--- src/rtl/mem_arb_pkg.sv ---
// Shared definitions for the two-port memory arbiter: FSM encoding and default widths.
package mem_arb_pkg;

  localparam int unsigned AW_DEF = 16;
  localparam int unsigned DW_DEF = 16;

  typedef enum logic [1:0] {
    ST_IDLE = 2'd0,
    ST_ACC  = 2'd1,
    ST_RD   = 2'd2
  } arb_state_t;

endpackage

--- src/rtl/mem_arbiter_if.sv ---
// Bus bundle between the two requesters, the arbiter and the single-port memory.
interface mem_arbiter_if
  import mem_arb_pkg::*;
#(
  parameter int unsigned AW = AW_DEF,
  parameter int unsigned DW = DW_DEF
) ();

  // Requester port 0 (processor) and port 1 (DMA / I/O engine)
  logic          i_req0;
  logic          i_we0;
  logic [AW-1:0] i_addr0;
  logic [DW-1:0] i_wdata0;
  logic          o_gnt0;
  logic          o_rvalid0;
  logic [DW-1:0] o_rdata0;

  logic          i_req1;
  logic          i_we1;
  logic [AW-1:0] i_addr1;
  logic [DW-1:0] i_wdata1;
  logic          o_gnt1;
  logic          o_rvalid1;
  logic [DW-1:0] o_rdata1;

  // Memory side
  logic [AW-1:0] o_mem_addr;
  logic [DW-1:0] o_mem_wdata;
  logic          o_mem_we;
  logic [DW-1:0] i_mem_rdata;

  modport slave (
    input  i_req0, i_we0, i_addr0, i_wdata0,
    input  i_req1, i_we1, i_addr1, i_wdata1,
    input  i_mem_rdata,
    output o_gnt0, o_rvalid0, o_rdata0,
    output o_gnt1, o_rvalid1, o_rdata1,
    output o_mem_addr, o_mem_wdata, o_mem_we
  );

  modport master (
    output i_req0, i_we0, i_addr0, i_wdata0,
    output i_req1, i_we1, i_addr1, i_wdata1,
    output i_mem_rdata,
    input  o_gnt0, o_rvalid0, o_rdata0,
    input  o_gnt1, o_rvalid1, o_rdata1,
    input  o_mem_addr, o_mem_wdata, o_mem_we
  );

endinterface

--- src/rtl/mem_arbiter_rr_pick2.sv ---
// Combinational 2-way picker: a lone request wins outright; ties go to port 0 when
// fixed priority is selected, otherwise to the port that did not own the last access.
module rr_pick2 (
  input  logic [1:0] i_req,
  input  logic       i_last,
  input  logic       i_fixed,
  output logic       o_win,
  output logic       o_any
);

  always_comb begin
    o_any = |i_req;
    o_win = 1'b0;
    case (i_req)
      2'b01:   o_win = 1'b0;
      2'b10:   o_win = 1'b1;
      2'b11:   o_win = i_fixed ? 1'b0 : ~i_last;
      default: o_win = 1'b0;
    endcase
  end

endmodule

--- src/rtl/mem_arbiter.sv ---
// Two-requester arbiter for a single-port synchronous memory with 1-cycle read latency.
// One access at a time: IDLE -> ACC -> (RD for reads) -> IDLE, all outputs registered.
module mem_arbiter
  import mem_arb_pkg::*;
#(
  parameter int unsigned AW         = AW_DEF,
  parameter int unsigned DW         = DW_DEF,
  parameter int unsigned PRIO_FIXED = 0
) (
  input  logic           i_clk,
  input  logic           i_rst,
  mem_arbiter_if.slave   bus
);

  localparam logic FIXED_PRIO = (PRIO_FIXED != 0);

  arb_state_t    r_state;
  logic          r_owner;
  logic          r_last;
  logic          r_we;
  logic [1:0]    r_gnt;
  logic [1:0]    r_rvalid;
  logic [AW-1:0] r_mem_addr;
  logic [DW-1:0] r_mem_wdata;
  logic          r_mem_we;
  logic [DW-1:0] r_rdata;

  logic [1:0]    w_req;
  logic          w_win;
  logic          w_any;

  assign w_req = {bus.i_req1, bus.i_req0};

  rr_pick2 u_pick (
    .i_req   (w_req),
    .i_last  (r_last),
    .i_fixed (FIXED_PRIO),
    .o_win   (w_win),
    .o_any   (w_any)
  );

  // The memory bus registers double as the capture registers: loading them on the
  // IDLE->ACC edge presents the access to the memory for exactly the ACC cycle.
  always_ff @(posedge i_clk) begin
    if (i_rst) begin
      r_state     <= ST_IDLE;
      r_owner     <= 1'b0;
      r_last      <= 1'b1;
      r_we        <= 1'b0;
      r_gnt       <= '0;
      r_rvalid    <= '0;
      r_mem_addr  <= '0;
      r_mem_wdata <= '0;
      r_mem_we    <= 1'b0;
      r_rdata     <= '0;
    end else begin
      r_gnt    <= '0;
      r_rvalid <= '0;
      r_mem_we <= 1'b0;
      case (r_state)
        ST_IDLE: begin
          if (w_any) begin
            r_state        <= ST_ACC;
            r_owner        <= w_win;
            r_last         <= w_win;
            r_gnt[w_win]   <= 1'b1;
            r_we           <= w_win ? bus.i_we1 : bus.i_we0;
            r_mem_we       <= w_win ? bus.i_we1 : bus.i_we0;
            r_mem_addr     <= w_win ? bus.i_addr1 : bus.i_addr0;
            r_mem_wdata    <= w_win ? bus.i_wdata1 : bus.i_wdata0;
          end
        end
        ST_ACC: begin
          r_state <= r_we ? ST_IDLE : ST_RD;
        end
        ST_RD: begin
          r_rdata           <= bus.i_mem_rdata;
          r_rvalid[r_owner] <= 1'b1;
          r_state           <= ST_IDLE;
        end
        default: begin
          r_state <= ST_IDLE;
        end
      endcase
    end
  end

  assign bus.o_gnt0      = r_gnt[0];
  assign bus.o_gnt1      = r_gnt[1];
  assign bus.o_rvalid0   = r_rvalid[0];
  assign bus.o_rvalid1   = r_rvalid[1];
  assign bus.o_rdata0    = r_rdata;
  assign bus.o_rdata1    = r_rdata;
  assign bus.o_mem_addr  = r_mem_addr;
  assign bus.o_mem_wdata = r_mem_wdata;
  assign bus.o_mem_we    = r_mem_we;

  a_gnt_excl: assert property (@(posedge i_clk) disable iff (i_rst) !(&r_gnt));
  a_rvalid_excl: assert property (@(posedge i_clk) disable iff (i_rst) !(&r_rvalid));
  a_we_in_acc: assert property (@(posedge i_clk) disable iff (i_rst)
    r_mem_we |-> (r_state == ST_ACC));

endmodule

--- src/flat_wrapper.sv ---
// flat-port wrapper written by rule: the top's interface ports become plain ports
module mem_arbiter_flat import mem_arb_pkg::*;
#(
  parameter int unsigned AW         = AW_DEF,
  parameter int unsigned DW         = DW_DEF,
  parameter int unsigned PRIO_FIXED = 0
)
  (i_clk, i_rst, bus_i_req0, bus_i_we0, bus_i_addr0, bus_i_wdata0, bus_i_req1, bus_i_we1, bus_i_addr1, bus_i_wdata1, bus_i_mem_rdata, bus_o_gnt0, bus_o_rvalid0, bus_o_rdata0, bus_o_gnt1, bus_o_rvalid1, bus_o_rdata1, bus_o_mem_addr, bus_o_mem_wdata, bus_o_mem_we);
  mem_arbiter_if #(.AW(AW), .DW(DW)) bus_i ();
  input  logic i_clk;
  input  logic i_rst;
  input wire logic [$bits(bus_i.i_req0)-1:0] bus_i_req0;
  input wire logic [$bits(bus_i.i_we0)-1:0] bus_i_we0;
  input wire logic [$bits(bus_i.i_addr0)-1:0] bus_i_addr0;
  input wire logic [$bits(bus_i.i_wdata0)-1:0] bus_i_wdata0;
  input wire logic [$bits(bus_i.i_req1)-1:0] bus_i_req1;
  input wire logic [$bits(bus_i.i_we1)-1:0] bus_i_we1;
  input wire logic [$bits(bus_i.i_addr1)-1:0] bus_i_addr1;
  input wire logic [$bits(bus_i.i_wdata1)-1:0] bus_i_wdata1;
  input wire logic [$bits(bus_i.i_mem_rdata)-1:0] bus_i_mem_rdata;
  output wire logic [$bits(bus_i.o_gnt0)-1:0] bus_o_gnt0;
  output wire logic [$bits(bus_i.o_rvalid0)-1:0] bus_o_rvalid0;
  output wire logic [$bits(bus_i.o_rdata0)-1:0] bus_o_rdata0;
  output wire logic [$bits(bus_i.o_gnt1)-1:0] bus_o_gnt1;
  output wire logic [$bits(bus_i.o_rvalid1)-1:0] bus_o_rvalid1;
  output wire logic [$bits(bus_i.o_rdata1)-1:0] bus_o_rdata1;
  output wire logic [$bits(bus_i.o_mem_addr)-1:0] bus_o_mem_addr;
  output wire logic [$bits(bus_i.o_mem_wdata)-1:0] bus_o_mem_wdata;
  output wire logic [$bits(bus_i.o_mem_we)-1:0] bus_o_mem_we;
  assign bus_i.i_req0 = bus_i_req0;
  assign bus_i.i_we0 = bus_i_we0;
  assign bus_i.i_addr0 = bus_i_addr0;
  assign bus_i.i_wdata0 = bus_i_wdata0;
  assign bus_i.i_req1 = bus_i_req1;
  assign bus_i.i_we1 = bus_i_we1;
  assign bus_i.i_addr1 = bus_i_addr1;
  assign bus_i.i_wdata1 = bus_i_wdata1;
  assign bus_i.i_mem_rdata = bus_i_mem_rdata;
  assign bus_o_gnt0 = bus_i.o_gnt0;
  assign bus_o_rvalid0 = bus_i.o_rvalid0;
  assign bus_o_rdata0 = bus_i.o_rdata0;
  assign bus_o_gnt1 = bus_i.o_gnt1;
  assign bus_o_rvalid1 = bus_i.o_rvalid1;
  assign bus_o_rdata1 = bus_i.o_rdata1;
  assign bus_o_mem_addr = bus_i.o_mem_addr;
  assign bus_o_mem_wdata = bus_i.o_mem_wdata;
  assign bus_o_mem_we = bus_i.o_mem_we;
  mem_arbiter #(.AW(AW), .DW(DW), .PRIO_FIXED(PRIO_FIXED)) u_core (.i_clk(i_clk), .i_rst(i_rst), .bus(bus_i));
endmodule
--- config.mk ---
export PLATFORM = sky130hd
export DESIGN_NAME = mem_arbiter_flat
export DESIGN_NICKNAME = d
export VERILOG_FILES = /design/src/rtl/mem_arb_pkg.sv /design/src/rtl/mem_arbiter_if.sv /design/src/rtl/mem_arbiter_rr_pick2.sv /design/src/rtl/mem_arbiter.sv /design/src/flat_wrapper.sv
export SDC_FILE = /design/constraint.sdc
export NUM_CORES = 1
export LEC_CHECK = 0
export ABC_AREA = 0
export ABC_CLOCK_PERIOD_IN_PS = 3600
export BUFFER_PORTS_ARGS = -buffer_cell sky130_fd_sc_hd__buf_2
export CAP_MARGIN = 20
export CORE_MARGIN = 2
export CORE_UTILIZATION = 47
export CTS_BUF_LIST = sky130_fd_sc_hd__clkbuf_2
export CTS_CLUSTER_DIAMETER = 80
export DETAILED_ROUTE_END_ITERATION = 12
export GPL_TIMING_DRIVEN = 0
export PLACE_DENSITY_LB_ADDON = 0.1
export SLEW_MARGIN = 20
export SYNTH_ARGS = -nofsm -noshare
export SYNTH_HDL_FRONTEND = slang
export SYNTH_SLANG_ARGS = --single-unit
export TNS_END_PERCENT = 10
--- constraint.sdc ---
create_clock -name i_clk -period 3.6 [get_ports i_clk]
set_input_delay 0.72 -clock i_clk [delete_from_list [all_inputs] [get_ports i_clk]]
set_output_delay 0.72 -clock i_clk [all_outputs]
set_load 0.005 [all_outputs]
* After elaboration in Yosys (flattened, before gate mapping)
Cells that the tools add are included.
** Storage, ports and cells
- Register bits :: 58
- Latch bits :: 0
- Bits in writable memories :: 0
- Bits in read-only memories :: 0
- Input port bits :: 86
- Output and inout bits :: 69
- Logic and storage cells :: 41
- Memories kept :: 0
** Cells by class
- Add/subtract/negate cells :: 0
- Multiply operators :: 0
- Divide/modulo/power cells :: 0
- Magnitude comparators :: 4
- Equal/unequal tests :: 5
- Shift operators :: 0
- Muxes and demuxes :: 11
- Bitwise gates (word level) :: 4
- Reduce and logical (&&, ||, !) cells :: 7
** Operator list (count)
- $mux W16 :: 2
- $eq A2 B2 Y1 const B :: 3
- $lt A1 B2 Y1 const B :: 2
- $mux W2 :: 2
- $not A1 Y1 :: 4
- $pmux W2 S2 :: 1
- $reduce_or A2 Y1 :: 2
- $mux W1 :: 3
- $reduce_or A3 Y1 :: 1
- $demux W1 S1 :: 2
- $eq A2 B1 Y1 const B :: 1
- $ge A1 B1 Y1 const B :: 2
- $logic_and A1 B1 Y1 :: 2
- $logic_not A2 Y1 :: 1
- $ne A2 B2 Y1 const B :: 1
- $pmux W1 S2 :: 1
- $reduce_and A2 Y1 :: 1

* Depth between registers and ports, before layout
Gate-level depths: netlist of run 1.
- Word-level depth :: 6
- Mapped depth :: 5
- Gate-level depth less buffers :: 3

* Hierarchy
Synthesis of run 1 repeated with hierarchy kept, for this count alone.
** Unflattened totals
- Cells, all modules :: 224
- Area, all modules :: 2509.9 µm²
** By module, submodules not included
- mem_arbiter :: instances 1, cells each 221, area an instance 2492.4 µm², seq. area each 1161.1 µm²
- rr_pick2 :: instances 1, cells each 3, area an instance 17.5 µm², seq. area each 0.0 µm²

* Worst setup path after synthesis of run 1
OpenSTA, ideal clock, no wires.
- Path type :: in2reg
- Start point :: in bus_i_req1
- End point :: reg u_core.r_mem_addr[12] (netlist: u_core.bus.o_mem_addr[12])
- Library setup time :: 79 ps
- Arrival time :: 1507 ps
- Required time :: 3521 ps
- Setup slack :: 2014 ps
- Stages :: 5
- Path buffers :: 2
- Path through :: o21bai_4 or3_1 buf_6 buf_8 a32oi_2
** Between the ends
- Word-level cells in the longest chain between the ends :: 3
- Elaborated cells between the ends (all ways) :: 6
- Those cells by class :: eq/ne (2); mux (2); reduce/logical (2)
** RTL lines
- start, declared :: RTL line flat_wrapper.sv:16 : input wire logic [$bits(bus_i.i_req1)-1:0] bus_i_req1;
- $eq A2 B2 Y1 :: RTL line mem_arbiter_rr_pick2.sv:14 : case (i_req)
- $pmux W1 S2 :: RTL line mem_arbiter_rr_pick2.sv:14
- $mux W16 :: RTL line mem_arbiter.sv:69 : r_mem_addr <= w_win ? bus.i_addr1 : bus.i_addr0;
- end signal, assigned :: RTL line mem_arbiter.sv:69
- end, declared :: RTL line mem_arbiter.sv:23 : logic [AW-1:0] r_mem_addr;
Parallel ways exist; a longest one is shown, timed or not.
A chain may end at the register's enable or synchronous reset.

* Worst setup path in the final report of run 1
- Start point :: reg u_core.r_rdata[12] (netlist: u_core.bus.o_rdata0[12])
- End point :: out bus_o_rdata1[12]
** RTL lines
- start, declared :: RTL line mem_arbiter.sv:26 : logic [DW-1:0] r_rdata;
- start signal, assigned :: RTL line mem_arbiter.sv:77 : r_rdata <= bus.i_mem_rdata;
- end, declared :: RTL line flat_wrapper.sv:26 : output wire logic [$bits(bus_i.o_rdata1)-1:0] bus_o_rdata1;
No word-level cell between the ends.

==> flow_summary.html, run 1 <==
<table>
<tr><th>Metric</th><th>Value</th></tr>
<tr><th colspan="2">Clocking</th></tr>
<tr><td>Post-CTS sizing</td><td>0</td></tr>
<tr><td>Count of buffers added by post-CTS timing repair for setup</td><td>0</td></tr>
<tr><td>Clock transition at the register clock pins on the worst setup and hold paths after CTS</td><td>around 140 ps</td></tr>
<tr><td>Hold-fix buffers, CTS</td><td>0</td></tr>
<tr><td>CTS max path bufs</td><td>2</td></tr>
<tr><td>Sink count of the clock tree</td><td>a little under 60</td></tr>
<tr><td>Number of levels in the clock H-tree</td><td>3</td></tr>
<tr><td>Clk Tree Root Cell</td><td>sky130_fd_sc_hd__clkbuf_2</td></tr>
<tr><td>Skew-Pair Late Insertion Delay</td><td>about 460 ps</td></tr>
<tr><td>Clock buffers created by TritonCTS</td><td>9</td></tr>
<tr><td>CTS tree</td><td>done</td></tr>
<tr><th colspan="2">Setup path</th></tr>
<tr><td>Endpoint kind of the worst setup timing path</td><td>output pin</td></tr>
<tr><td>Arrival time reported for the critical path endpoint</td><td>1060 ps</td></tr>
<tr><td>Type of the worst setup path</td><td>register to output pin</td></tr>
<tr><td>Kind of start point of the critical path</td><td>register</td></tr>
<tr><td>R2R depth</td><td>4</td></tr>
<tr><td>Worst reg2reg setup slack</td><td>2180 ps</td></tr>
<tr><td>Data required time of the critical path</td><td>around 2900 ps</td></tr>
<tr><td>Critical Path Source</td><td>u_core.bus.o_rdata0[12]</td></tr>
<tr><td>Startpoint of the lowest-slack register-to-register path</td><td>u_core.r_last</td></tr>
<tr><td>Maximum fanout along the worst path</td><td>3</td></tr>
<tr><td>Crit Reg-Reg Endpoint</td><td>u_core.bus.o_mem_addr[12]</td></tr>
<tr><th colspan="2">Logic synthesis</th></tr>
<tr><td>Fraction of the mapped netlist area in adder cells</td><td>0%</td></tr>
<tr><td>Synth Warn #</td><td>0</td></tr>
<tr><td>Share of synthesized flip-flops with an asynchronous set or reset</td><td>0%</td></tr>
<tr><td>Sequential-to-total area share from yosys stat</td><td>between 40% and 50%</td></tr>
<tr><td>Synth Net Count</td><td>roughly 380</td></tr>
<tr><td>Leading post-synthesis cells by cell area</td><td>sky130_fd_sc_hd__dfxtp_1, sky130_fd_sc_hd__nand2_1, sky130_fd_sc_hd__a32oi_1, sky130_fd_sc_hd__buf_4, sky130_fd_sc_hd__a21oi_1</td></tr>
<tr><td>Top flip-flop cell by instance count after synthesis</td><td>sky130_fd_sc_hd__dfxtp_1</td></tr>
<tr><td>Share of cell area taken by muxes after synthesis</td><td>0.413%</td></tr>
<tr><td>Cell type with the largest total area after synthesis</td><td>sky130_fd_sc_hd__dfxtp_1</td></tr>
<tr><td>Post-Synthesis Cell Area</td><td>around 2400 um^2</td></tr>
<tr><td>Area fraction in compound gates after synthesis</td><td>18.1%</td></tr>
<tr><td>XOR/XNOR Fraction of Synth Area</td><td>0%</td></tr>
<tr><td>Post-synthesis share of cell area spent on and, or, nand and nor gates</td><td>22.5%</td></tr>
<tr><td>Synth unique cells</td><td>26</td></tr>
<tr><td>Register bit total from synthesis</td><td>between 50 and 60</td></tr>
<tr><td>Average cell area after synthesis</td><td>around 8.2 um^2</td></tr>
<tr><td>Share of Yosys cell area claimed by the top area cell type</td><td>a little under half</td></tr>
<tr><td>Number of instances in the synthesized netlist</td><td>~300</td></tr>
<tr><td>Dominant combinational cell family by area after synthesis</td><td>simple AND/OR/NAND/NOR gates</td></tr>
<tr><td>Count of flip-flops with a built-in enable after synthesis</td><td>0</td></tr>
<tr><th colspan="2">Floorplanning</th></tr>
<tr><td>Core region area</td><td>slightly above 5000 um^2</td></tr>
<tr><td>Top-level port count</td><td>about 160</td></tr>
<tr><td>Die width</td><td>between 70 and 80 um</td></tr>
<tr><td>Die footprint</td><td>between 5000 and 6000 um^2</td></tr>
<tr><td>Initial core utilization</td><td>around half</td></tr>
<tr><td>DIE HEIGHT</td><td>75.8 um</td></tr>
<tr><td># rows</td><td>26</td></tr>
<tr><th colspan="2">Power and ir drop</th></tr>
<tr><td>Fraction of power consumed by combinational cells</td><td>22.3%</td></tr>
<tr><td>Cell Pwr Density</td><td>slightly above 400 nW/um^2</td></tr>
<tr><td>Internal Power</td><td>0.956 mW</td></tr>
<tr><td>Proportion of power drawn by flip-flops and latches</td><td>roughly 55%</td></tr>
<tr><td>Leakage power total</td><td>roughly 1.7 nW</td></tr>
<tr><td>VDD IR-drop max</td><td>between 0.2 and 0.25 mV</td></tr>
<tr><td>Clock network fraction of design power</td><td>between 20% and 30%</td></tr>
<tr><td>Post-route total power</td><td>approximately 1.4 mW</td></tr>
<tr><td>Net switching share of the total power</td><td>between 20 and 30%</td></tr>
<tr><td>Net Sw Power</td><td>around 0.41 mW</td></tr>
<tr><th colspan="2">Global route</th></tr>
<tr><td>GRT met2 Usage</td><td>between 30% and 40%</td></tr>
<tr><td>Met1 Track Usage GR</td><td>about 27%</td></tr>
<tr><td>GRT Max-Usage Layer</td><td>met2</td></tr>
<tr><td>Antenna violations before repair</td><td>0</td></tr>
<tr><td>GR met3 Demand/Resource</td><td>around 8.3%</td></tr>
<tr><td>Vias in the first global route</td><td>around 2300</td></tr>
<tr><td>Overall routing resource usage</td><td>22.7%</td></tr>
<tr><td>Maximum number of pins on one net before global-route repair</td><td>11</td></tr>
<tr><td>Global route overflow</td><td>0</td></tr>
<tr><td>Global-route wire length before repair</td><td>slightly below 10000 um</td></tr>
<tr><th colspan="2">Timing</th></tr>
<tr><td>Unrepaired setup endpoints after global routing</td><td>false</td></tr>
<tr><td>Least-Margin Pin Slew</td><td>roughly 490 ps</td></tr>
<tr><td>Worst-case clock skew</td><td>~20 ps</td></tr>
<tr><td>Achievable Freq</td><td>between 0.5 and 0.6 GHz</td></tr>
<tr><td>Slew Limit Headroom</td><td>67.3%</td></tr>
<tr><td>Crit share post-route</td><td>about half</td></tr>
<tr><td>Setup TNS after final layout</td><td>0 ps</td></tr>
<tr><td>Number of slew-limit violations in the final report</td><td>0</td></tr>
<tr><td>Count of final setup violators</td><td>0</td></tr>
<tr><td>Final-report hold violation count</td><td>0</td></tr>
<tr><td>Fin crit period</td><td>1780 ps</td></tr>
<tr><th colspan="2">Cells and area</th></tr>
<tr><td>Proportion of layout cells with a drive suffix above 1</td><td>about 44%</td></tr>
<tr><td>Fin util</td><td>between 60% and 70%</td></tr>
<tr><td>Area added between synthesis and finish</td><td>38.3%</td></tr>
<tr><td>Filler-free cell count of the finished design</td><td>534</td></tr>
<tr><td>Final antenna diode count</td><td>0</td></tr>
<tr><td>Final-stage net count</td><td>547</td></tr>
<tr><th colspan="2">Placement</th></tr>
<tr><td>Total of buffers placed on input and output ports</td><td>154</td></tr>
<tr><td>Count of placed standard cells including taps</td><td>520</td></tr>
<tr><td>Final RePlAce weighted congestion</td><td>0.739</td></tr>
<tr><td>DP HPWL</td><td>roughly 4800 um</td></tr>
<tr><th colspan="2">Drt</th></tr>
<tr><td>Post-detailed-routing wire length</td><td>6480 um</td></tr>
<tr><td>Total via count in the routed design</td><td>approximately 2600</td></tr>
<tr><td>DRC violation count after routing</td><td>0</td></tr>
<tr><td>Drt pass-1 iters</td><td>5</td></tr>
<tr><td>Number of nets still failing antenna checks after routing</td><td>0</td></tr>
<tr><td>Post-DR vias/cell</td><td>4.88</td></tr>
<tr><td>Iteration-0 DRC count of the detailed router</td><td>92</td></tr>
<tr><td>Wire length per cell after detailed routing</td><td>around 12 um</td></tr>
<tr><th colspan="2">Status</th></tr>
<tr><td>Run status</td><td>finished clean</td></tr>
<tr><th colspan="2">Min path</th></tr>
<tr><td>Startpoint of the tightest hold check path</td><td>u_core.r_we</td></tr>
<tr><td>Worst hold path cell count</td><td>1</td></tr>
<tr><td>Worst hold path endpoint</td><td>u_core.r_state[1]</td></tr>
<tr><td>Hold crit path type</td><td>register to register</td></tr>
<tr><th colspan="2">Flow run</th></tr>
<tr><td>Max-cap viol count</td><td>0</td></tr>
</table>
[power by group through the flow]
stage / combinational (mW) / clock [mW] / sequential (mW)
after detailed placement: 0.307 / 0 / 0.758
after CTS: 0.308 / 0.323 / 0.745
after global placement: 0.302 / 0 / 0.757
after global routing: 0.345 / 0.350 / 0.755
after floorplan: 0.150 / 0 / 0.764
final: 0.304 / 0.313 / 0.745
[worst max-delay path by stage]
stage                                            to  slack (ps)  cells after the start
after floorplan           u_core.bus.o_mem_addr[12]        2010                      5
after global placement    u_core.bus.o_mem_addr[12]        1650                      5
after detailed placement  u_core.bus.o_mem_addr[14]        1640                      5
after CTS                          bus_o_rdata1[12]        1780                      2
after global routing               bus_o_rdata1[12]        1710                      2
final                              bus_o_rdata1[12]        1820                      2
[per-layer routing]
metal | up-vias | part of all wire [%]
li1 | 1311 | -
met1 | 1164 | 42
met2 | 121 | 46
met3 | 10 | 9.9
met4 | 0 | 1.6
met5 | - | 0
[logic make-up after synthesis]
| logic type | Yosys count |
|---|---|
| DFF | 58 |
| AOI/OAI and AO/OA | 55 |
| buffers and inverters | 42 |
| muxes | 1 |
| and+or+nand+nor | 140 |
[through the flow]
step,area [um^2],hold slack [ps],worst slack (ps)
2_1_floorplan,2420,400,2010
3_3_place_gp,3280,406,1650
3_5_place_dp,3280,416,1640
4_1_cts,3350,433,1780
5_1_grt,3350,434,1710
6_report,3350,433,1820
[cells in the mapped netlist (all sizes together) (2+ instances only)]
cell type / n
o21ai: 2
or3: 2
dfxtp: 58
inv: 2
nor2: 4
a21oi: 17
a32oi: 32
nand2: 128
buf: 31
clkbuf: 8
[critical path: stages, from the launching register on]
cell and delay, ps:
sky130_fd_sc_hd__dfxtp_1 390, sky130_fd_sc_hd__buf_4 120, sky130_fd_sc_hd__buf_2 100
[flip-flops by register name, indices dropped and copies added (netlist names)]
name	count
u_core.r_rvalid	2
u_core.r_state	2
u_core.bus.o_rdata0	16
u_core.r_last	1
u_core.r_gnt	2
u_core.r_owner	1
u_core.bus.o_mem_wdata	16
u_core.r_we	1
u_core.bus.o_mem_we	1
u_core.bus.o_mem_addr	16
[cell type report]
cell class                      count  area, um^2
Clock inverter                      1        3.75
Sequential cell                    58        1160
Clock buffer                       13        65.1
Timing Repair Buffer              154         771
Tap cell                           70        87.6
Multi-Input combinational cell    196         995
Buffer                             39         254
Inverter                            3        11.3
Fill cell                         472        1690
[placed cells by master (no fill, tap or decap), drive strengths merged]
cell,n
mux2i,1
o21bai,1
nor4b,1
nor2b,1
and3,1
inv,2
nand2b,1
clkinv,2
clkbuf,21
or3,2
nor2,4
dfxtp,58
buf,185
a21boi,1
o32ai,1
a32oi,32
nand2,128
o21ai,2
a21bo,1
a21oi,17
nor3,1
nand3,1
(Power assumes the default switching activity.)
==> inputs of run 2 (changes only) <==
--- a/config.mk
+++ b/config.mk
@@ -6,11 +6,11 @@
 export NUM_CORES = 1
 export LEC_CHECK = 0
 export ABC_AREA = 0
-export ABC_CLOCK_PERIOD_IN_PS = 3600
+export ABC_CLOCK_PERIOD_IN_PS = 1600
 export BUFFER_PORTS_ARGS = -buffer_cell sky130_fd_sc_hd__buf_2
 export CAP_MARGIN = 20
 export CORE_MARGIN = 2
-export CORE_UTILIZATION = 47
+export CORE_UTILIZATION = 39
 export CTS_BUF_LIST = sky130_fd_sc_hd__clkbuf_2
 export CTS_CLUSTER_DIAMETER = 80
 export DETAILED_ROUTE_END_ITERATION = 12
==> constraint.sdc (replaced) <==
create_clock -name i_clk -period 1.6 [get_ports i_clk]
set_input_delay 0.32 -clock i_clk [delete_from_list [all_inputs] [get_ports i_clk]]
set_output_delay 0.32 -clock i_clk [all_outputs]
set_load 0.005 [all_outputs]
==> flow_summary.html, run 2 (same netlist as run 1, synthesis figures left out) <==
<table>
<tr><th>Metric</th><th>Value</th></tr>
<tr><th colspan="2">Cells and area</th></tr>
<tr><td>Number of filler cells placed in the layout</td><td>602 (+28%)</td></tr>
<tr><td>Final antenna diode count</td><td>0 (unchanged)</td></tr>
<tr><td>Commonest cells after routing, fill and taps aside</td><td>sky130_fd_sc_hd__buf_2, sky130_fd_sc_hd__nand2_1, sky130_fd_sc_hd__dfxtp_1</td></tr>
<tr><td>Area added between synthesis and finish</td><td>39.1%</td></tr>
<tr><td>Leading cell type in the layout, fill and taps excluded</td><td>sky130_fd_sc_hd__buf_2</td></tr>
<tr><td>Final-stage net count</td><td>547 (unchanged)</td></tr>
<tr><td>Proportion of layout cells with a drive suffix above 1</td><td>44.4% (+0.67 points)</td></tr>
<tr><th colspan="2">Placement</th></tr>
<tr><td>Total of buffers placed on input and output ports</td><td>154 (unchanged)</td></tr>
<tr><td>DP HPWL</td><td>5070 um (+5.5%)</td></tr>
<tr><td>Final RePlAce weighted congestion</td><td>0.757 (+2.3%)</td></tr>
<tr><th colspan="2">Clocking</th></tr>
<tr><td>Count of buffers added by post-CTS timing repair for setup</td><td>0 (unchanged)</td></tr>
<tr><td>CTS max path bufs</td><td>2 (unchanged)</td></tr>
<tr><td>Clk Tree Root Cell</td><td>sky130_fd_sc_hd__clkbuf_2</td></tr>
<tr><td>Hold-fix buffers, CTS</td><td>0 (unchanged)</td></tr>
<tr><td>Number of levels in the clock H-tree</td><td>3 (unchanged)</td></tr>
<tr><td>CTS tree</td><td>done</td></tr>
<tr><td>Clock transition at the register clock pins on the worst setup and hold paths after CTS</td><td>170 ps (+30 ps)</td></tr>
<tr><td>Clock buffers created by TritonCTS</td><td>9 (unchanged)</td></tr>
<tr><td>Post-CTS sizing</td><td>0 (unchanged)</td></tr>
<tr><td>Sink count of the clock tree</td><td>58 (unchanged)</td></tr>
<tr><td>Skew-Pair Late Insertion Delay</td><td>480 ps (+20 ps)</td></tr>
<tr><th colspan="2">Setup path</th></tr>
<tr><td>Maximum fanout along the worst path</td><td>10 (+7)</td></tr>
<tr><td>Arrival time reported for the critical path endpoint</td><td>1760 ps (+700 ps)</td></tr>
<tr><td>Endpoint kind of the worst setup timing path</td><td>register</td></tr>
<tr><td>Type of the worst setup path</td><td>register to register</td></tr>
<tr><td>Kind of start point of the critical path</td><td>register</td></tr>
<tr><td>R2R depth</td><td>4 (unchanged)</td></tr>
<tr><td>Critical Path Source</td><td>u_core.r_state[0]</td></tr>
<tr><td>Startpoint of the lowest-slack register-to-register path</td><td>u_core.r_state[0]</td></tr>
<tr><td>Data required time of the critical path</td><td>1950 ps (-930 ps)</td></tr>
<tr><th colspan="2">Min path</th></tr>
<tr><td>Hold crit path type</td><td>input pin to register</td></tr>
<tr><td>Worst hold path cell count</td><td>3 (+2)</td></tr>
<tr><td>Startpoint of the tightest hold check path</td><td>bus_i_mem_rdata[11]</td></tr>
<tr><th colspan="2">Floorplanning</th></tr>
<tr><td>Die width</td><td>82.8 um (+9.3%)</td></tr>
<tr><td># rows</td><td>28 (+7.7%)</td></tr>
<tr><td>Die footprint</td><td>6850 um^2 (+19%)</td></tr>
<tr><td>Core region area</td><td>5960 um^2 (+18%)</td></tr>
<tr><td>Top-level port count</td><td>155 (unchanged)</td></tr>
<tr><td>Initial core utilization</td><td>40.7% (-7.4 points)</td></tr>
<tr><td>DIE HEIGHT</td><td>82.8 um (+9.3%)</td></tr>
<tr><th colspan="2">Drt</th></tr>
<tr><td>Post-DR vias/cell</td><td>4.78 (-2.0%)</td></tr>
<tr><td>Number of nets still failing antenna checks after routing</td><td>0 (unchanged)</td></tr>
<tr><td>Iteration-0 DRC count of the detailed router</td><td>109 (+18%)</td></tr>
<tr><td>Wire length per cell after detailed routing</td><td>12.7 um (+5.0%)</td></tr>
<tr><td>DRC violation count after routing</td><td>0 (unchanged)</td></tr>
<tr><td>Post-detailed-routing wire length</td><td>6890 um (+6.4%)</td></tr>
<tr><td>Drt pass-1 iters</td><td>4 (-1)</td></tr>
<tr><td>Total via count in the routed design</td><td>2588 (-0.69%)</td></tr>
<tr><th colspan="2">Global route</th></tr>
<tr><td>Overall routing resource usage</td><td>20.1% (-2.5 points)</td></tr>
<tr><td>Vias in the first global route</td><td>2309 (+1.4%)</td></tr>
<tr><td>Global route overflow</td><td>0 (unchanged)</td></tr>
<tr><td>Global-route wire length before repair</td><td>10400 um (+5.5%)</td></tr>
<tr><td>Maximum number of pins on one net before global-route repair</td><td>11 (unchanged)</td></tr>
<tr><td>Antenna violations before repair</td><td>0 (unchanged)</td></tr>
<tr><th colspan="2">Timing</th></tr>
<tr><td>Worst-case clock skew</td><td>23.6 ps (+3.09 ps)</td></tr>
<tr><td>Unrepaired setup endpoints after global routing</td><td>false</td></tr>
<tr><td>Setup TNS after final layout</td><td>0 ps (unchanged)</td></tr>
<tr><td>Achievable Freq</td><td>just over 0.7 GHz</td></tr>
<tr><td>Final-report hold violation count</td><td>0 (unchanged)</td></tr>
<tr><td>Slew Limit Headroom</td><td>67.7% (+0.42 points)</td></tr>
<tr><td>Least-Margin Pin Slew</td><td>485 ps (-6.27 ps)</td></tr>
<tr><td>Crit share post-route</td><td>between 80% and 90%</td></tr>
<tr><td>Fin crit period</td><td>around 1400 ps</td></tr>
<tr><td>Count of final setup violators</td><td>0 (unchanged)</td></tr>
<tr><td>Number of slew-limit violations in the final report</td><td>0 (unchanged)</td></tr>
<tr><td>Worst Hold Margin</td><td>48.1 ps (-385 ps)</td></tr>
<tr><th colspan="2">Power and ir drop</th></tr>
<tr><td>Leakage power total</td><td>1.74 nW (+0.80%)</td></tr>
<tr><td>Cell Pwr Density</td><td>925 nW/um^2 (+130%)</td></tr>
<tr><td>Net switching share of the total power</td><td>30.9% (+1.0 points)</td></tr>
<tr><td>Clock network fraction of design power</td><td>23.9% (+0.9 points)</td></tr>
<tr><td>Net Sw Power</td><td>0.960 mW (+140%)</td></tr>
<tr><td>Fraction of power consumed by combinational cells</td><td>22.3% (about the same)</td></tr>
<tr><td>Internal Power</td><td>2.15 mW (+130%)</td></tr>
<tr><td>VDD IR-drop max</td><td>0.458 mV (+89%)</td></tr>
<tr><td>Proportion of power drawn by flip-flops and latches</td><td>53.9% (-0.8 points)</td></tr>
<tr><th colspan="2">Status</th></tr>
<tr><td>Run status</td><td>finished clean</td></tr>
<tr><th colspan="2">Flow run</th></tr>
<tr><td>Max-cap viol count</td><td>0 (unchanged)</td></tr>
</table>
-- run 2: changes by cell type in the layout (fill, tap and decap cells not counted), sizes merged --
cell    delta
clkbuf     -1
clkinv     +3
-- run 2: worst paths after layout --
path | slack [ps] | to
max | 190 | u_core.bus.o_mem_wdata[7]
max reg2reg | 190 | u_core.bus.o_mem_wdata[7]
min reg2reg | 450 | u_core.r_state[1]
min | 50 | u_core.bus.o_rdata0[11]
-- run 2: metal layers --
metal | global-route usage, % | vias up | routed length, um
li1 | - | 1324 | -
met1 | 23.5 | 1142 | 2820
met2 | 33.3 | 111 | 3230
met3 | 6.49 | 11 | 724
met4 | 9.84 | 0 | 116
met5 | 0 | - | 0
-- run 2: stage by stage --
step           std cells  worst slack, ps  power (mW)  cell area (um^2)  util [%]
2_1_floorplan        296              325        2.06              2420         -
3_3_place_gp         525             17.4        2.40              3290      55.2
3_5_place_dp         525             14.2        2.41              3290      55.2
4_1_cts              541              132        3.15              3360      56.5
5_1_grt              541             18.3        3.32              3370      56.5
6_report             541              193        3.11              3370      56.5
-- run 2: critical path, cell delays in order, from the launching register on --
cell                       delay (ps)
sky130_fd_sc_hd__dfxtp_1          360
sky130_fd_sc_hd__o21bai_4         190
sky130_fd_sc_hd__nor2_1           300
sky130_fd_sc_hd__buf_2            310
sky130_fd_sc_hd__a32oi_1          120
-- run 2: power by group through the flow --
stage                     logic [mW]  registers, mW  clock network [mW]
after detailed placement       0.700           1.71                   0
after global placement         0.694           1.70                   0
after CTS                      0.702           1.68               0.769
after global routing           0.788           1.69               0.840
after floorplan                0.338           1.72                   0
final                          0.693           1.68               0.744
-- run 2: cell type report --
class                           instances  area, um^2  share of cell area (%)
Tap cell                               75        93.8                    2.79
Multi-Input combinational cell        196         995                    29.5
Sequential cell                        58        1160                    34.5
Clock inverter                          4        18.8                   0.557
Clock buffer                           12        60.1                    1.78
Buffer                                 39         256                    7.62
Timing Repair Buffer                  154         771                    22.9
Inverter                                3        11.3                   0.334
==> inputs of run 3 (changes only) <==
==> constraint.sdc (replaced) <==
create_clock -name i_clk -period 1.6 [get_ports i_clk]
set_input_delay 0.16 -clock i_clk [delete_from_list [all_inputs] [get_ports i_clk]]
set_output_delay 0.16 -clock i_clk [all_outputs]
set_load 0.005 [all_outputs]
==> flow_summary.html, run 3 (same netlist as run 1, synthesis figures left out) <==
<table>
<tr><th>Metric</th><th>Value</th></tr>
<tr><th colspan="2">Status</th></tr>
<tr><td>Run status</td><td>finished clean</td></tr>
<tr><th colspan="2">Floorplanning</th></tr>
<tr><td>Top-level port count</td><td>155 (unchanged)</td></tr>
<tr><td>Core region area</td><td>5960 um^2 (unchanged)</td></tr>
<tr><td>Initial core utilization</td><td>40.7% (unchanged)</td></tr>
<tr><td># rows</td><td>28 (unchanged)</td></tr>
<tr><td>Die width</td><td>82.8 um (unchanged)</td></tr>
<tr><td>Die footprint</td><td>6850 um^2 (unchanged)</td></tr>
<tr><td>DIE HEIGHT</td><td>82.8 um (unchanged)</td></tr>
<tr><th colspan="2">Timing</th></tr>
<tr><td>Unrepaired setup endpoints after global routing</td><td>false</td></tr>
<tr><td>Setup TNS after final layout</td><td>0 ps (unchanged)</td></tr>
<tr><td>Count of final setup violators</td><td>0 (unchanged)</td></tr>
<tr><td>Number of slew-limit violations in the final report</td><td>0 (unchanged)</td></tr>
<tr><td>Final Worst Setup Slack</td><td>164 ps (-29.0 ps)</td></tr>
<tr><td>Fin crit period</td><td>1440 ps (+29.0 ps)</td></tr>
<tr><td>Final-report hold violation count</td><td>0 (unchanged)</td></tr>
<tr><td>Slew Limit Headroom</td><td>66.3% (-1.4 points)</td></tr>
<tr><td>Worst-case clock skew</td><td>23.2 ps (-0.337 ps)</td></tr>
<tr><td>Achievable Freq</td><td>0.696 GHz (-2.0%)</td></tr>
<tr><td>Crit share post-route</td><td>89.8% (+1.8 points)</td></tr>
<tr><td>Least-Margin Pin Slew</td><td>506 ps (+21.2 ps)</td></tr>
<tr><th colspan="2">Cells and area</th></tr>
<tr><td>Final-stage net count</td><td>629 (+15%)</td></tr>
<tr><td>Leading cell type in the layout, fill and taps excluded</td><td>sky130_fd_sc_hd__buf_2</td></tr>
<tr><td>Area added between synthesis and finish</td><td>73.0%</td></tr>
<tr><td>Number of filler cells placed in the layout</td><td>476 (-21%)</td></tr>
<tr><td>Area taken by multi-input logic gates</td><td>995 um^2 (unchanged)</td></tr>
<tr><td>Sequential cell area</td><td>1160 um^2 (unchanged)</td></tr>
<tr><td>Proportion of layout cells with a drive suffix above 1</td><td>37.8% (-6.6 points)</td></tr>
<tr><td>Fin util</td><td>70.3% (+14 points)</td></tr>
<tr><td>Final antenna diode count</td><td>0 (unchanged)</td></tr>
<tr><td>Commonest cells after routing, fill and taps aside</td><td>sky130_fd_sc_hd__buf_2, sky130_fd_sc_hd__nand2_1, sky130_fd_sc_hd__dlygate4sd3_1</td></tr>
<tr><th colspan="2">Power and ir drop</th></tr>
<tr><td>Internal Power</td><td>2.28 mW (+6.1%)</td></tr>
<tr><td>Fraction of power consumed by combinational cells</td><td>26.5% (+4.2 points)</td></tr>
<tr><td>Clock network fraction of design power</td><td>22.4% (-1.5 points)</td></tr>
<tr><td>Net Sw Power</td><td>0.999 mW (+4.0%)</td></tr>
<tr><td>VDD IR-drop max</td><td>0.403 mV (-12%)</td></tr>
<tr><td>Proportion of power drawn by flip-flops and latches</td><td>51.2% (-2.7 points)</td></tr>
<tr><td>Net switching share of the total power</td><td>30.4% (-0.42 points)</td></tr>
<tr><td>Cell Pwr Density</td><td>784 nW/um^2 (-15%)</td></tr>
<tr><td>Leakage power total</td><td>2.08 nW (+20%)</td></tr>
<tr><th colspan="2">Global route</th></tr>
<tr><td>Vias in the first global route</td><td>2803 (+21%)</td></tr>
<tr><td>Global-route wire length before repair</td><td>12600 um (+21%)</td></tr>
<tr><td>Overall routing resource usage</td><td>24.3% (+4.2 points)</td></tr>
<tr><td>Antenna violations before repair</td><td>0 (unchanged)</td></tr>
<tr><td>Global route overflow</td><td>0 (unchanged)</td></tr>
<tr><td>Maximum number of pins on one net before global-route repair</td><td>11 (unchanged)</td></tr>
<tr><th colspan="2">Clocking</th></tr>
<tr><td>Number of levels in the clock H-tree</td><td>3 (unchanged)</td></tr>
<tr><td>Clock transition at the register clock pins on the worst setup and hold paths after CTS</td><td>170 ps (about the same)</td></tr>
<tr><td>CTS max path bufs</td><td>2 (unchanged)</td></tr>
<tr><td>Count of buffers added by post-CTS timing repair for setup</td><td>0 (unchanged)</td></tr>
<tr><td>Skew-Pair Late Insertion Delay</td><td>460 ps (-20 ps)</td></tr>
<tr><td>Sink count of the clock tree</td><td>58 (unchanged)</td></tr>
<tr><td>Clk Tree Root Cell</td><td>sky130_fd_sc_hd__clkbuf_2</td></tr>
<tr><td>Clock buffers created by TritonCTS</td><td>9 (unchanged)</td></tr>
<tr><td>CTS tree</td><td>done</td></tr>
<tr><th colspan="2">Flow run</th></tr>
<tr><td>Max-cap viol count</td><td>0 (unchanged)</td></tr>
<tr><th colspan="2">Drt</th></tr>
<tr><td>Post-detailed-routing wire length</td><td>8530 um (+24%)</td></tr>
<tr><td>Post-DR vias/cell</td><td>4.82 (+0.70%)</td></tr>
<tr><td>Total via count in the routed design</td><td>3001 (+16%)</td></tr>
<tr><td>Drt pass-1 iters</td><td>4 (unchanged)</td></tr>
<tr><td>Number of nets still failing antenna checks after routing</td><td>0 (unchanged)</td></tr>
<tr><td>DRC violation count after routing</td><td>0 (unchanged)</td></tr>
<tr><td>Iteration-0 DRC count of the detailed router</td><td>109 (unchanged)</td></tr>
<tr><td>Wire length per cell after detailed routing</td><td>13.7 um (+7.4%)</td></tr>
<tr><th colspan="2">Setup path</th></tr>
<tr><td>Type of the worst setup path</td><td>register to register</td></tr>
<tr><td>Endpoint kind of the worst setup timing path</td><td>register</td></tr>
<tr><td>Kind of cell adding the most delay to the critical path</td><td>flip-flops</td></tr>
<tr><td>Slowest stage cell on the critical path</td><td>sky130_fd_sc_hd__dfxtp_1</td></tr>
<tr><td>Maximum fanout along the worst path</td><td>10 (unchanged)</td></tr>
<tr><td>Kind of start point of the critical path</td><td>register</td></tr>
<tr><td>Dominant cell type by count on the critical path</td><td>sky130_fd_sc_hd__buf_6</td></tr>
<tr><td>Data required time of the critical path</td><td>1970 ps (+20 ps)</td></tr>
<tr><td>Largest stage delay, worst path</td><td>360 ps (about the same)</td></tr>
<tr><td>Ordered cell list for the critical path</td><td>o21bai_4 &gt; or3_1 &gt; buf_6 &gt; buf_6 &gt; a32oi_1</td></tr>
<tr><td>WP buf/inv</td><td>2 (+1)</td></tr>
<tr><td>Arrival time reported for the critical path endpoint</td><td>1800 ps (+40 ps)</td></tr>
<tr><th colspan="2">Placement</th></tr>
<tr><td>DP HPWL</td><td>5070 um (unchanged)</td></tr>
<tr><td>Pre-CTS setup slack</td><td>172 ps (+158 ps)</td></tr>
<tr><td>Final RePlAce weighted congestion</td><td>0.757 (unchanged)</td></tr>
<tr><td>Total of buffers placed on input and output ports</td><td>154 (unchanged)</td></tr>
<tr><th colspan="2">Min path</th></tr>
<tr><td>Hold crit path type</td><td>input pin to register</td></tr>
</table>
[run 3: cell count changes in the layout (fill, tap and decap cells not counted)]
cell,change
sky130_fd_sc_hd__dlygate4sd3_1,+82
[run 3: metal layers]
metal | vias up | GRT usage [%] | part of all wire (%)
li1 | 1483 | - | -
met1 | 1367 | 26.8 | 40
met2 | 135 | 43.7 | 50
met3 | 16 | 6.17 | 7.6
met4 | 0 | 11.5 | 2.1
met5 | - | 0 | 0
[run 3: power groups by stage]
| stage | logic, mW | clock network (mW) | registers (mW) |
|---|---|---|---|
| after floorplan | 0.338 | 0 | 1.72 |
| after global placement | 0.694 | 0 | 1.70 |
| after detailed placement | 0.700 | 0 | 1.71 |
| after CTS | 0.856 | 0.769 | 1.68 |
| after global routing | 0.961 | 0.832 | 1.70 |
| final | 0.869 | 0.735 | 1.68 |
[run 3: final timing paths]
check                             start                         end  slack, ps  depth (start not counted)
max reg2reg           u_core.r_state[0]    u_core.bus.o_mem_addr[1]        160                          5
min reg2reg  u_core.bus.o_mem_wdata[11]  u_core.bus.o_mem_wdata[11]        450                          2
min                          bus_i_req0              u_core.r_owner        140                          4
max                   u_core.r_state[0]    u_core.bus.o_mem_addr[1]        160                          5
[run 3: worst min-delay path: stages]
cell,delay (ps)
sky130_fd_sc_hd__buf_2,130
sky130_fd_sc_hd__o21bai_4,70
sky130_fd_sc_hd__o21ai_0,140
sky130_fd_sc_hd__a21oi_1,60
[run 3: metrics by stage]
stage	instances	hold WS (ps)	cell area [um^2]	power [mW]
2_1_floorplan	296	296	2420	2.06
3_3_place_gp	525	403	3290	2.40
3_5_place_dp	525	409	3290	2.41
4_1_cts	623	64.9	4190	3.30
5_1_grt	623	99.7	4190	3.49
6_report	623	138	4190	3.28
[run 3: repair_timing]
| item | CTS | global route |
|---|---|---|
| hold buffers | 82 | 0 |
| resized for setup | 0 | 4 |
| endpoints found under the setup margin | 0 | 14 |
| endpoints found under the hold margin | 50 | 0 |
[run 3: final cells by class]
cell class              instances  share of cell area [%]
clock inverters                 4                   0.448
clock buffers                  12                    1.43
repair buffers                236                    38.0
inverters                       3                   0.269
flip-flops and latches         58                    27.7
plain buffers                  39                    6.12
multi-input cells             196                    23.8
well taps                      75                    2.24
